### src/rtl/ir_nec_emitter.sv
// NEC infrared frame emitter: leader, 16-bit payload (byte then its complement,
// LSB first) and stop mark, with every mark modulated by a square-wave carrier.
module ir_nec_emitter #(
   parameter int CARRIER_HALF = 658,
   parameter int LEAD_MARK    = 450000,
   parameter int LEAD_SPACE   = 225000,
   parameter int BIT_MARK     = 28125,
   parameter int ZERO_SPACE   = 28125,
   parameter int ONE_SPACE    = 84375
) (
   input  logic       clk,
   input  logic       rst_n,
   input  logic       start,
   input  logic [7:0] data,
   output logic       ir_led,
   output logic       busy,
   output logic       done
);

   localparam int MAX_A   = (LEAD_MARK > LEAD_SPACE) ? LEAD_MARK : LEAD_SPACE;
   localparam int MAX_B   = (BIT_MARK > ZERO_SPACE) ? BIT_MARK : ZERO_SPACE;
   localparam int MAX_C   = (ONE_SPACE > MAX_B) ? ONE_SPACE : MAX_B;
   localparam int MAX_LEN = (MAX_A > MAX_C) ? MAX_A : MAX_C;
   localparam int DUR_W   = ($clog2(MAX_LEN) > 20) ? $clog2(MAX_LEN) : 20;
   localparam int PH_W    = ($clog2(2 * CARRIER_HALF) > 1) ? $clog2(2 * CARRIER_HALF) : 1;
   localparam logic [PH_W-1:0] PH_LAST = PH_W'(2 * CARRIER_HALF - 1);
   localparam logic [PH_W-1:0] PH_HALF = PH_W'(CARRIER_HALF);

   typedef enum logic [2:0] {
      IDLE,
      LEAD_M,
      LEAD_S,
      BIT_M,
      BIT_S,
      STOP_M
   } state_t;

   state_t            state_q, state_d;
   logic [DUR_W-1:0]  dur_q, dur_d;
   logic [PH_W-1:0]   phase_q, phase_d;
   logic [3:0]        bit_idx_q, bit_idx_d;
   logic [7:0]        data_q, data_d;
   logic              done_q, done_d;

   logic [15:0]       payload;
   logic              cur_bit;
   logic              is_mark;
   logic [DUR_W-1:0]  dur_len;
   logic              dur_last;

   always_comb begin
      payload = {~data_q, data_q};
      cur_bit = payload[bit_idx_q];
      is_mark = (state_q == LEAD_M) || (state_q == BIT_M) || (state_q == STOP_M);
   end

   // Length of the current state; a space's length depends on the bit it follows.
   always_comb begin
      dur_len = DUR_W'(BIT_MARK);
      case (state_q)
         LEAD_M:  dur_len = DUR_W'(LEAD_MARK);
         LEAD_S:  dur_len = DUR_W'(LEAD_SPACE);
         BIT_S:   dur_len = cur_bit ? DUR_W'(ONE_SPACE) : DUR_W'(ZERO_SPACE);
         default: dur_len = DUR_W'(BIT_MARK);
      endcase
      dur_last = (dur_q == dur_len - DUR_W'(1));
   end

   always_comb begin
      state_d   = state_q;
      dur_d     = dur_q + DUR_W'(1);
      phase_d   = '0;
      bit_idx_d = bit_idx_q;
      data_d    = data_q;
      done_d    = 1'b0;

      if (is_mark) begin
         phase_d = (phase_q == PH_LAST) ? '0 : phase_q + PH_W'(1);
      end

      if (state_q == IDLE) begin
         dur_d = '0;
         if (start) begin
            state_d   = LEAD_M;
            data_d    = data;
            bit_idx_d = 4'd0;
         end
      end else if (dur_last) begin
         // Every state entry restarts both the duration and carrier counters.
         dur_d   = '0;
         phase_d = '0;
         case (state_q)
            LEAD_M: state_d = LEAD_S;
            LEAD_S: state_d = BIT_M;
            BIT_M:  state_d = BIT_S;
            BIT_S: begin
               if (bit_idx_q == 4'd15) begin
                  state_d   = STOP_M;
                  bit_idx_d = 4'd0;
               end else begin
                  state_d   = BIT_M;
                  bit_idx_d = bit_idx_q + 4'd1;
               end
            end
            STOP_M: begin
               state_d = IDLE;
               done_d  = 1'b1;
            end
            default: state_d = IDLE;
         endcase
      end
   end

   always_ff @(posedge clk) begin
      if (!rst_n) begin
         state_q   <= IDLE;
         dur_q     <= '0;
         phase_q   <= '0;
         bit_idx_q <= 4'd0;
         data_q    <= 8'd0;
         done_q    <= 1'b0;
      end else begin
         state_q   <= state_d;
         dur_q     <= dur_d;
         phase_q   <= phase_d;
         bit_idx_q <= bit_idx_d;
         data_q    <= data_d;
         done_q    <= done_d;
      end
   end

   assign ir_led = is_mark && (phase_q < PH_HALF);
   assign busy   = (state_q != IDLE);
   assign done   = done_q;

endmodule

### config.mk
export PLATFORM = sky130hd
export DESIGN_NAME = ir_nec_emitter
export DESIGN_NICKNAME = d
export VERILOG_FILES = /design/src/rtl/ir_nec_emitter.sv
export SDC_FILE = /design/constraint.sdc
export NUM_CORES = 1
export LEC_CHECK = 0
export ABC_CLOCK_PERIOD_IN_PS = 6670
export BUFFER_PORTS_ARGS = -buffer_cell sky130_fd_sc_hd__buf_2
export CAP_MARGIN = 25
export CORE_ASPECT_RATIO = 1.75
export CORE_MARGIN = 4
export CORE_UTILIZATION = 60
export DETAILED_ROUTE_END_ITERATION = 7
export PLACE_DENSITY_LB_ADDON = 0.1
export SLEW_MARGIN = 10
export SYNTH_ARGS = -nofsm -noshare
export SYNTH_HDL_FRONTEND = slang
export SYNTH_SLANG_ARGS = --single-unit
### constraint.sdc
create_clock -name clk -period 6.67 [get_ports clk]
set_input_delay 0 -clock clk [delete_from_list [all_inputs] [get_ports clk]]
set_output_delay 0 -clock clk [all_outputs]
set_load 0.01 [all_outputs]
==> impl_metrics.toml <==
[setup_path]
arrival_ns = 4.27
cp_data_required_time_ns = 6.90
worst-path-max-fanout = 11
crit_type = "flop to flop"
setup.worst_path.end_class = "flop"
start_kind = "flop"

[logic_synthesis]
synth_cells = 296
ys.warnings.count = 0
synth.avg_cell_area_um2 = 8.42
ys.flop_type = "dfxtp_1"
async_reset_ff_share_pct = 0
synth-edff-count = 0
ys_ff_latch = 47
seq_area_frac_synth_pct = 37.7
syn-num-nets = 313
synthDistinctLibCells = 49
syn-cell-area_mm2 = 0.00249

[cts]
clockRootBuffer = "clkbuf_8"
cts_tree = "yes"
post_cts_resized = 0
insertion_delay_ns = 0.30
cts-buffers-inserted = 5
clkSinkCount = 47
cts_max_path_buffers = 2
clk_pin_slew_ns = 0.08
cts_setup_buffers = 0
cts.htree.levels = 2
ctsHoldBuffers = 8

[floorplan]
die-width_um = 56.7
die_area_mm2 = 0.00529
die_h_um = 93.3
start_util_pct = 63.3
coreArea_mm2 = 0.00394
fp-row-count = 30
io_pins = 14

[global_routing]
grt_overflow = 0
grt_max_degree = 21
antenna_found_initial = 0
grt_pass1_wl_mm = 8.90
grt.total_usage_pct = 20.9
grt_pass1_vias = 1987

[placement]
numPortBuffers = 13
globalplace.congestion = 0.830
dp_hpwl_mm = 3.56

[finish]
area_delta_synth_final_pct = 9.48
drive_above_1_share_pct = 8.71
layout_commonest_cell = "dfxtp_1"
utilization_pct = 69.3
fin_nets = 327
diodes = 0
layout_common_cells = "47 x dfxtp_1, 40 x nor2_1, 39 x nand2_1, 20 x xnor2_1, 19 x nand3_1"

[hold_path]
hold_path_class = "input port to flop"

[detailed_routing]
first_pass_iters = 4
wirelength_mm = 4.86
drc = 0
drt_iter0_markers = 60
routed-via-count = 1992
antenna_left = 0
vias_per_cell = 5.56
wl_per_cell_um = 13.6

[timing]
min_period_ns = 4.04
relSlewSlack_pct = 41.9
final.period_utilization_pct = 60.5
max_freq_mhz = 248
fin_worst_skew_ns = 0.0134
rsz0062_at_grt = "no"
final-hold-violation-count = 0
drv_slew = 0
max_slew.worst_pin.slew_ns = 0.870
whs_ns = 0.0453
finalSetupTns_ns = 0
setup_viol = 0

[job]
max-cap-violations = 0

[power_and_ir_drop]
p_total_uw = 536
p_leak_uw = 0.000969
peakVddDrop_v = 0.000176
p_per_area_mw_per_mm2 = 196

[run_status]
outcome = "complete, no violations"
## per-stage QoR
step	instance area (um2)	worst slack (ns)	std cells
after floorplan	2490	3.18	296
after global placement	2550	2.79	343
after detailed placement	2550	2.62	343
after CTS	2730	2.59	358
after global routing	2730	2.32	358
final	2730	2.63	358
## area by class of cell
type / count / area [um2]
Timing Repair Buffer: 21 / 145
Multi-Input combinational cell: 227 / 1450
Clock inverter: 1 / 30.0
Clock buffer: 6 / 72.6
Fill cell: 338 / 1210
Tap cell: 48 / 60.1
Inverter: 8 / 30.0
Sequential cell: 47 / 941
## cells in the mapped netlist, types with 3 or more instances
cell type  number  area share, %
a21boi_0       10            3.0
a21oi_1         6            1.2
and3_1          9            2.3
buf_2           3           0.60
clkbuf_1        9            1.4
dfxtp_1        47             38
ha_1            6            3.0
inv_1           8            1.2
mux2i_1         4            1.6
nand2_1        39            5.9
nand2b_1        3           0.75
nand3_1        19            3.8
nor2_1         40            6.0
nor3_1         10            2.0
o21ai_0         7            1.4
xnor2_1        20            7.0
xor2_1         13            4.6
## cells by family after synthesis
kind of cell | synth area share (%)
compound gates | 11.7
xor+xnor | 11.6
buf+inv | 4.06
mux | 4.31
fa+ha+maj | 3.01
simple gates | 27.5
flops | 37.7
## final timing paths
path	from	to	slack (ns)	cells after the start
worst max-delay path	bit_idx_q[1]	state_q[2]	2.63	14
worst min-delay path	start	bit_idx_q[2]	0.05	4
worst max register to register	bit_idx_q[1]	state_q[2]	2.63	14
worst min register to register	data_q[3]	data_q[3]	0.46	2
## worst max-delay path, stage by stage (launching register included)
cell	delay, ns
dfxtp_1	0.46
mux4_1	0.58
mux2i_1	0.18
xor2_1	0.29
nor3_1	0.07
a21oi_1	0.12
nor2_1	0.07
ha_1	0.31
xnor2_1	0.13
nor4_1	0.29
nand2_1	0.14
a2111oi_4	0.27
o311ai_2	0.36
or4b_1	0.55
a21boi_1	0.14
## registers in the layout (all words and copies together), names as in the netlist
name,cells
state_q,3
data_q,8
done,1
bit_idx_q,4
phase_q,11
dur_q,20
## power by group
part / internal, uW / total [uW] / switching, uW / leakage, uW
logic: 20.5 / 45.1 / 24.7 / 0.000538
clock network: 110 / 201 / 90.9 / 0.0000513
registers: 285 / 290 / 4.72 / 0.000380
total: 416 / 536 / 120 / 0.000969
## metal layers
layer / global-route usage, % / vias up / share of wire, % / wire, um
met3: 3.31 / 9 / 1.9 / 93
met1: 24.2 / 935 / 43 / 2070
met4: 8.12 / 0 / 1.9 / 92
met2: 37.8 / 16 / 54 / 2600
met5: 0 / - / 0 / 0
li1: - / 1032 / - / -
(Power assumes the default switching activity.)
